<file path="src/rtl/cmp_pkg.sv">
// Shared definitions for the serial magnitude comparator and the downstream
// 4-to-16 index decoder.
package cmp_pkg;

  localparam int IDX_W = 4;

  localparam logic [1:0] REL_EQ = 2'b00;
  localparam logic [1:0] REL_GT = 2'b01;
  localparam logic [1:0] REL_LT = 2'b10;

  typedef enum logic [1:0] {
    IDLE  = 2'b00,
    SHIFT = 2'b01,
    HOLD  = 2'b10
  } cmp_state_e;

endpackage

</file>
<file path="src/rtl/serial_mag_comparator.sv">
// Bit-serial MSB-first magnitude comparator: scans captured operands from the
// top bit down and stops at the first differing bit, holding the result until taken.
module serial_mag_comparator
  import cmp_pkg::*;
#(
  parameter int WIDTH = 16
) (
  input  logic             clk,
  input  logic             rst,
  input  logic             start,
  input  logic [WIDTH-1:0] a,
  input  logic [WIDTH-1:0] b,
  output logic             busy,
  output logic             out_valid,
  input  logic             out_ready,
  output logic [1:0]       rel,
  output logic [IDX_W-1:0] msd_idx
);

  localparam int SEL_W = (WIDTH > 1) ? $clog2(WIDTH) : 1;

  cmp_state_e       state_r, state_nx_s;
  logic [IDX_W-1:0] cnt_r, cnt_nx_s;
  logic [WIDTH-1:0] a_r, a_nx_s;
  logic [WIDTH-1:0] b_r, b_nx_s;
  logic [1:0]       rel_r, rel_nx_s;
  logic [IDX_W-1:0] msd_idx_r, msd_idx_nx_s;
  logic             busy_r, busy_nx_s;
  logic             out_valid_r, out_valid_nx_s;
  logic             a_bit_s, b_bit_s;

  assign a_bit_s = a_r[cnt_r[SEL_W-1:0]];
  assign b_bit_s = b_r[cnt_r[SEL_W-1:0]];

  // Next-state and next-output logic; busy/out_valid are computed here so they leave a flop.
  always_comb begin
    state_nx_s     = state_r;
    cnt_nx_s       = cnt_r;
    a_nx_s         = a_r;
    b_nx_s         = b_r;
    rel_nx_s       = rel_r;
    msd_idx_nx_s   = msd_idx_r;
    busy_nx_s      = busy_r;
    out_valid_nx_s = out_valid_r;
    case (state_r)
      IDLE: begin
        if (start) begin
          a_nx_s     = a;
          b_nx_s     = b;
          cnt_nx_s   = IDX_W'(WIDTH - 1);
          busy_nx_s  = 1'b1;
          state_nx_s = SHIFT;
        end else begin
          state_nx_s = IDLE;
        end
      end
      SHIFT: begin
        if (a_bit_s != b_bit_s) begin
          rel_nx_s       = a_bit_s ? REL_GT : REL_LT;
          msd_idx_nx_s   = cnt_r;
          out_valid_nx_s = 1'b1;
          state_nx_s     = HOLD;
        end else if (cnt_r == {IDX_W{1'b0}}) begin
          // Terminate on cnt==0 before decrementing so the counter never wraps.
          rel_nx_s       = REL_EQ;
          msd_idx_nx_s   = {IDX_W{1'b0}};
          out_valid_nx_s = 1'b1;
          state_nx_s     = HOLD;
        end else begin
          cnt_nx_s = cnt_r - {{(IDX_W-1){1'b0}}, 1'b1};
        end
      end
      HOLD: begin
        if (out_ready) begin
          busy_nx_s      = 1'b0;
          out_valid_nx_s = 1'b0;
          state_nx_s     = IDLE;
        end else begin
          state_nx_s = HOLD;
        end
      end
      default: begin
        busy_nx_s      = 1'b0;
        out_valid_nx_s = 1'b0;
        state_nx_s     = IDLE;
      end
    endcase
  end

  // State, datapath and output registers with synchronous reset.
  always_ff @(posedge clk) begin
    if (rst) begin
      state_r     <= IDLE;
      cnt_r       <= {IDX_W{1'b0}};
      a_r         <= {WIDTH{1'b0}};
      b_r         <= {WIDTH{1'b0}};
      rel_r       <= REL_EQ;
      msd_idx_r   <= {IDX_W{1'b0}};
      busy_r      <= 1'b0;
      out_valid_r <= 1'b0;
    end else begin
      state_r     <= state_nx_s;
      cnt_r       <= cnt_nx_s;
      a_r         <= a_nx_s;
      b_r         <= b_nx_s;
      rel_r       <= rel_nx_s;
      msd_idx_r   <= msd_idx_nx_s;
      busy_r      <= busy_nx_s;
      out_valid_r <= out_valid_nx_s;
    end
  end

  assign busy      = busy_r;
  assign out_valid = out_valid_r;
  assign rel       = rel_r;
  assign msd_idx   = msd_idx_r;

endmodule

</file>
<file path="config.mk">
export PLATFORM = sky130hd
export DESIGN_NAME = serial_mag_comparator
export DESIGN_NICKNAME = d
export VERILOG_FILES = /design/src/rtl/cmp_pkg.sv /design/src/rtl/serial_mag_comparator.sv
export SDC_FILE = /design/constraint.sdc
export NUM_CORES = 1
export LEC_CHECK = 0
export CORE_ASPECT_RATIO = 0.8
export CORE_MARGIN = 1
export CORE_UTILIZATION = 35
export DETAILED_ROUTE_END_ITERATION = 12
export HOLD_SLACK_MARGIN = 0.03
export PLACE_DENSITY = 0.63
export SLEW_MARGIN = 20
export SYNTH_ARGS = -nofsm -noshare
export SYNTH_HDL_FRONTEND = slang
export SYNTH_SLANG_ARGS = --single-unit
</file>
<file path="constraint.sdc">
create_clock -name clk -period 4.2 [get_ports clk]
set_input_delay 1.26 -clock clk [delete_from_list [all_inputs] [get_ports clk]]
set_output_delay 1.26 -clock clk [all_outputs]
set_load 0.03 [all_outputs]
</file>
# Yosys cells after proc, flatten, opt, wreduce, memory -nomap -nowiden
# Cells that the tools add are included.
# totals
out_inout_bits	8
elab_cells	53
n_memories	0
rom_bits	0
ff_bits	46
latchBits	0
ram_bits	0
# classes
n_shift	0
eq_ne	8
addsub	1
n_div	0
n_mux	24
bitwise_logic	2
n_lt_le_gt_ge	1
n_mul	0
n_reduce_logical	9
# op_table
operator	count
two-way mux 4 bit	5
two-way mux 2 bit	6
binary-select mux 1 bit (select 4 bit)	2
!= test 2 bit, second input constant	4
case mux 4 bit (2 select lines)	1
two-way mux 1 bit	7
case mux 1 bit (3 select lines)	2
case mux 2 bit (3 select lines)	1
AND reduction 3 bit	2
less-than comparator 4 x 5 -> 1 bit, second input constant	1
logical NOT 4 bit	1
AND reduction 2 bit	2
AND reduction 4 bit	1
nonzero test 2 bit	2
subtractor 4 x 1 -> 4 bit, second input constant	1
!= test 3 bit, second input constant	1
equality test 2 x 1 -> 1 bit, second input constant	1
equality test 2 bit, second input constant	1
logical NOT 2 bit	1
NOT 1 bit	2
!= test 1 bit	1

# Longest topological paths before layout
# depth
depth_word	5
mapped_depth	10
ltp_nobuf	9

# Worst setup path after synthesis
# Ideal clock, no wire load.
# synth_path
path_type	reg2reg
start	reg cnt_r[0]
end	reg cnt_r[2]
period_less_slack_ns	2.382
setup_time_ns	0.091
path_buffers	1
slack_ns	1.818
t_arrival_ns	2.291
path_stages_with_launch	10
cell_sequence	dfxtp_1 buf_6 mux4_2 a22o_1 a31o_1 ha_1 nand3b_1 o21ai_4 a21oi_1 a311oi_1
# synth_between
elab_chain_len	5
# synth_lines
item	line_no	text
from (decl)	serial_mag_comparator.sv:23	logic [IDX_W-1:0] cnt_r, cnt_nx_s;
from (signal assigned)	serial_mag_comparator.sv:94	cnt_r <= {IDX_W{1'b0}};
from (signal assigned)	serial_mag_comparator.sv:103	cnt_r <= cnt_nx_s;
binary-select mux 1 bit (select 4 bit) (on tied branches)	serial_mag_comparator.sv:32, serial_mag_comparator.sv:33	
two-way mux 1 bit (on tied branches)	serial_mag_comparator.sv:32, serial_mag_comparator.sv:33	
!= test 1 bit	serial_mag_comparator.sv:58	if (a_bit_s != b_bit_s) begin
!= test 2 bit (no source line)	-	
AND reduction 4 bit (no source line)	-	
# Parallel ways exist; a longest one is shown, timed or not. The select of a mux whose other input is x is not followed.
# A chain may end at the register's enable or synchronous reset.

# Worst setup path after layout
# layout_path
start	reg cnt_r[0]
end	reg cnt_r[1]
# Same word-level chain as after synthesis.

==> flow_summary.yaml <==
job:
  max_cap_violations: 0
timing:
  fin_crit_sh_pct: 69.1
  holdWs_ns: 0.452
  setup_viol: 0
  period_needed_ns: 2.90
  hold_viol: 0
  tns_ns: 0
  tightest_slew_ns: 0.680
  grt_setup_unrepaired: "false"
  clock.fmax_mhz: 345
  maxSlewHeadroom_pct: 54.7
  maxSlewViolCount: 0
  fin_skew_ns: 0.00911
clock_network:
  cts-root-buf: "clkbuf_8"
  cts_max_level: 2
  hold_buffers: 0
  clockBufferDepth: 2
  cts_tree: "done"
  cts.sinks: 46
  postCtsSetupBuffers: 0
  cts_inserted_buffers: 5
  cts_resized: 0
  clk_pin_slew_worst_paths_ns: 0.08
  clkLatencyLatePin_ns: 0.30
logic_synthesis:
  ys_ff_latch: 46
  yosysMostFrequentCell: "nand2_1"
  syn_area_um2: 1990
  synth-edff-count: 0
  synth.largest_area_cell: "dfxtp_1"
  syn_avg_cell_area_um2: 8.78
  ys_types: 30
  ys.warnings.count: 0
  syn-num-nets: 266
  synthTopCellsByArea: "dfxtp_1, nand2_1, a21oi_1, mux4_2, mux4_1"
  ys_dominant_reg_cell: "dfxtp_1"
  synthDominantCellAreaShare_pct: 46.2
  postSynthCellCount: 227
  yosysSeqAreaShare_pct: 46.2
  async_flop_share_pct: 0
  synthTopCellsByCount: "nand2_1, dfxtp_1, a21oi_1, nor2_1, clkbuf_1"
drt:
  drtIter0Drc: 78
  dr.pass1.iters: 4
  routed_wl_um: 4150
  via_count: 1666
  drc: 0
  wl_per_cell_um: 12.1
  drt-vias-per-instance: 4.86
  ant_nets: 0
power_and_ir_drop:
  worst_ir_drop_vdd_mv: 0.140
  p_per_area_nw_per_um2: 489
  p_total_mw: 1.26
  p_leak_nw: 0.966
place:
  gp_congestion: 0.747
  hpwlAfterDp_um: 2870
  placed_area_um2: 2470
  port_buffers: 43
floorplan:
  die_w_um: 86.4
  rows: 24
  coreArea_um2: 5470
  die-area_um2: 6000
  die-height_um: 69.5
  start_util_pct: 36.5
  io-pin-count: 44
critical_path:
  cp.arrival_ns: 3.10
  worstSetupPathType: "reg2reg"
  crit_path_max_fanout: 13
  r2r_slack_ns: 1.30
  rr_startpoint: "cnt_r[0]"
  rr_endpoint: "cnt_r[1]"
  end_kind: "register"
  rr_worst_depth: 8
  worstPathRequired_ns: 4.40
  crit_path_start_kind: "register"
global_route:
  overflow: 0
  grt_pass1_wl_um: 7150
  grtUsageTotal_pct: 15.4
  grt_pass1_vias: 1611
  antenna_found_initial: 0
  grt_max_degree: 47
finish:
  layout-drive-gt1-share_pct: 7.55
  fillerInstances: 575
  nets: 303
  syn_to_final_growth_pct: 29.4
  antenna_cells: 0
  fin_area_um2: 2580
hold_path:
  min_to: "b_r[3]"
  hp-start: "b_r[3]"
  hp-class: "reg2reg"
  holdPathStages: 2
status:
  status: "finished clean"
-- cell type report --
class	instances	area (um2)	area share, %
Clock buffer	5	68.8	2.67
Tap cell	78	97.6	3.78
Timing Repair Buffer	46	453	17.6
Clock inverter	3	40.0	1.55
Sequential cell	46	921	35.7
Inverter	3	11.3	0.436
Multi-Input combinational cell	162	988	38.3
-- through the flow --
step | utilization (%) | cells | setup WS, ns
after floorplan | - | 227 | 1.82
after global placement | 45.2 | 335 | 1.19
after detailed placement | 45.2 | 335 | 1.13
after CTS | 47.2 | 343 | 1.28
after global routing | 47.2 | 343 | 1.12
final | 47.2 | 343 | 1.30
-- registers in the layout, indices dropped and copies added, names as in the netlist --
name and count:
state_r 2, cnt_r 4, msd_idx 4, b_r 16, out_valid 1, a_r 16
rel 2, busy 1
-- power breakdown --
group / internal [mW] / total [mW] / switching, mW
combinational: 0.181 / 0.370 / 0.189
sequential: 0.496 / 0.572 / 0.0764
clock: 0.175 / 0.320 / 0.145
total: 0.851 / 1.26 / 0.411
-- cell families (layout without fill, tap and decap cells) --
family | count (synthesis) | in the layout | share of synthesized area (%)
AOI/OAI and AO/OA | 56 | 56 | 16.8
adders and majority gates | 3 | 3 | 1.88
buffers and inverters | 19 | 57 | 4.52
DFF | 46 | 46 | 46.2
muxes | 10 | 10 | 10.6
and+or+nand+nor | 93 | 93 | 20.0
-- how the worst max path moves through the flow --
stage / startpoint / endpoint / cells after the start
final: cnt_r[0] / cnt_r[1] / 8
after global routing: cnt_r[0] / cnt_r[1] / 8
after CTS: cnt_r[0] / cnt_r[1] / 8
after detailed placement: start / cnt_r[1] / 5
after global placement: start / cnt_r[2] / 5
after floorplan: cnt_r[0] / cnt_r[2] / 9
-- routing by layer --
| layer | vias to the layer above | GRT usage [%] | routed length, um |
|---|---|---|---|
| met5 | - | 0 | 0 |
| met4 | 0 | 5.56 | 61 |
| met3 | 8 | 3.57 | 193 |
| met2 | 36 | 23.8 | 1860 |
| met1 | 772 | 20.9 | 2040 |
| li1 | 850 | - | - |
-- worst max-delay path, cell delays in order (launching register included) --
cell	delay (ns)
dfxtp_1	0.66
mux4_1	0.65
a22o_1	0.26
a31o_1	0.19
ha_1	0.29
nand3b_1	0.16
o21ai_4	0.24
nor2_1	0.07
a311oi_1	0.27
-- cell usage in the layout, fill, tap and decap left out, types with 2 or more instances in the layout --
| cell | count |
|---|---|
| nand2b_1 | 3 |
| a31oi_1 | 2 |
| buf_4 | 3 |
| nor2b_1 | 2 |
| ha_1 | 3 |
| or2_1 | 2 |
| clkbuf_8 | 5 |
| a311oi_1 | 2 |
| mux4_2 | 5 |
| nor2_1 | 12 |
| nand2_1 | 68 |
| clkinv_2 | 2 |
| inv_1 | 3 |
| mux4_1 | 3 |
| a22o_1 | 2 |
| a31o_1 | 2 |
| a21oi_1 | 38 |
| mux2i_1 | 2 |
| dfxtp_1 | 46 |
| clkdlybuf4s50_1 | 43 |
| o21ai_0 | 2 |
| a22oi_1 | 4 |
(Power assumes the default switching activity.)
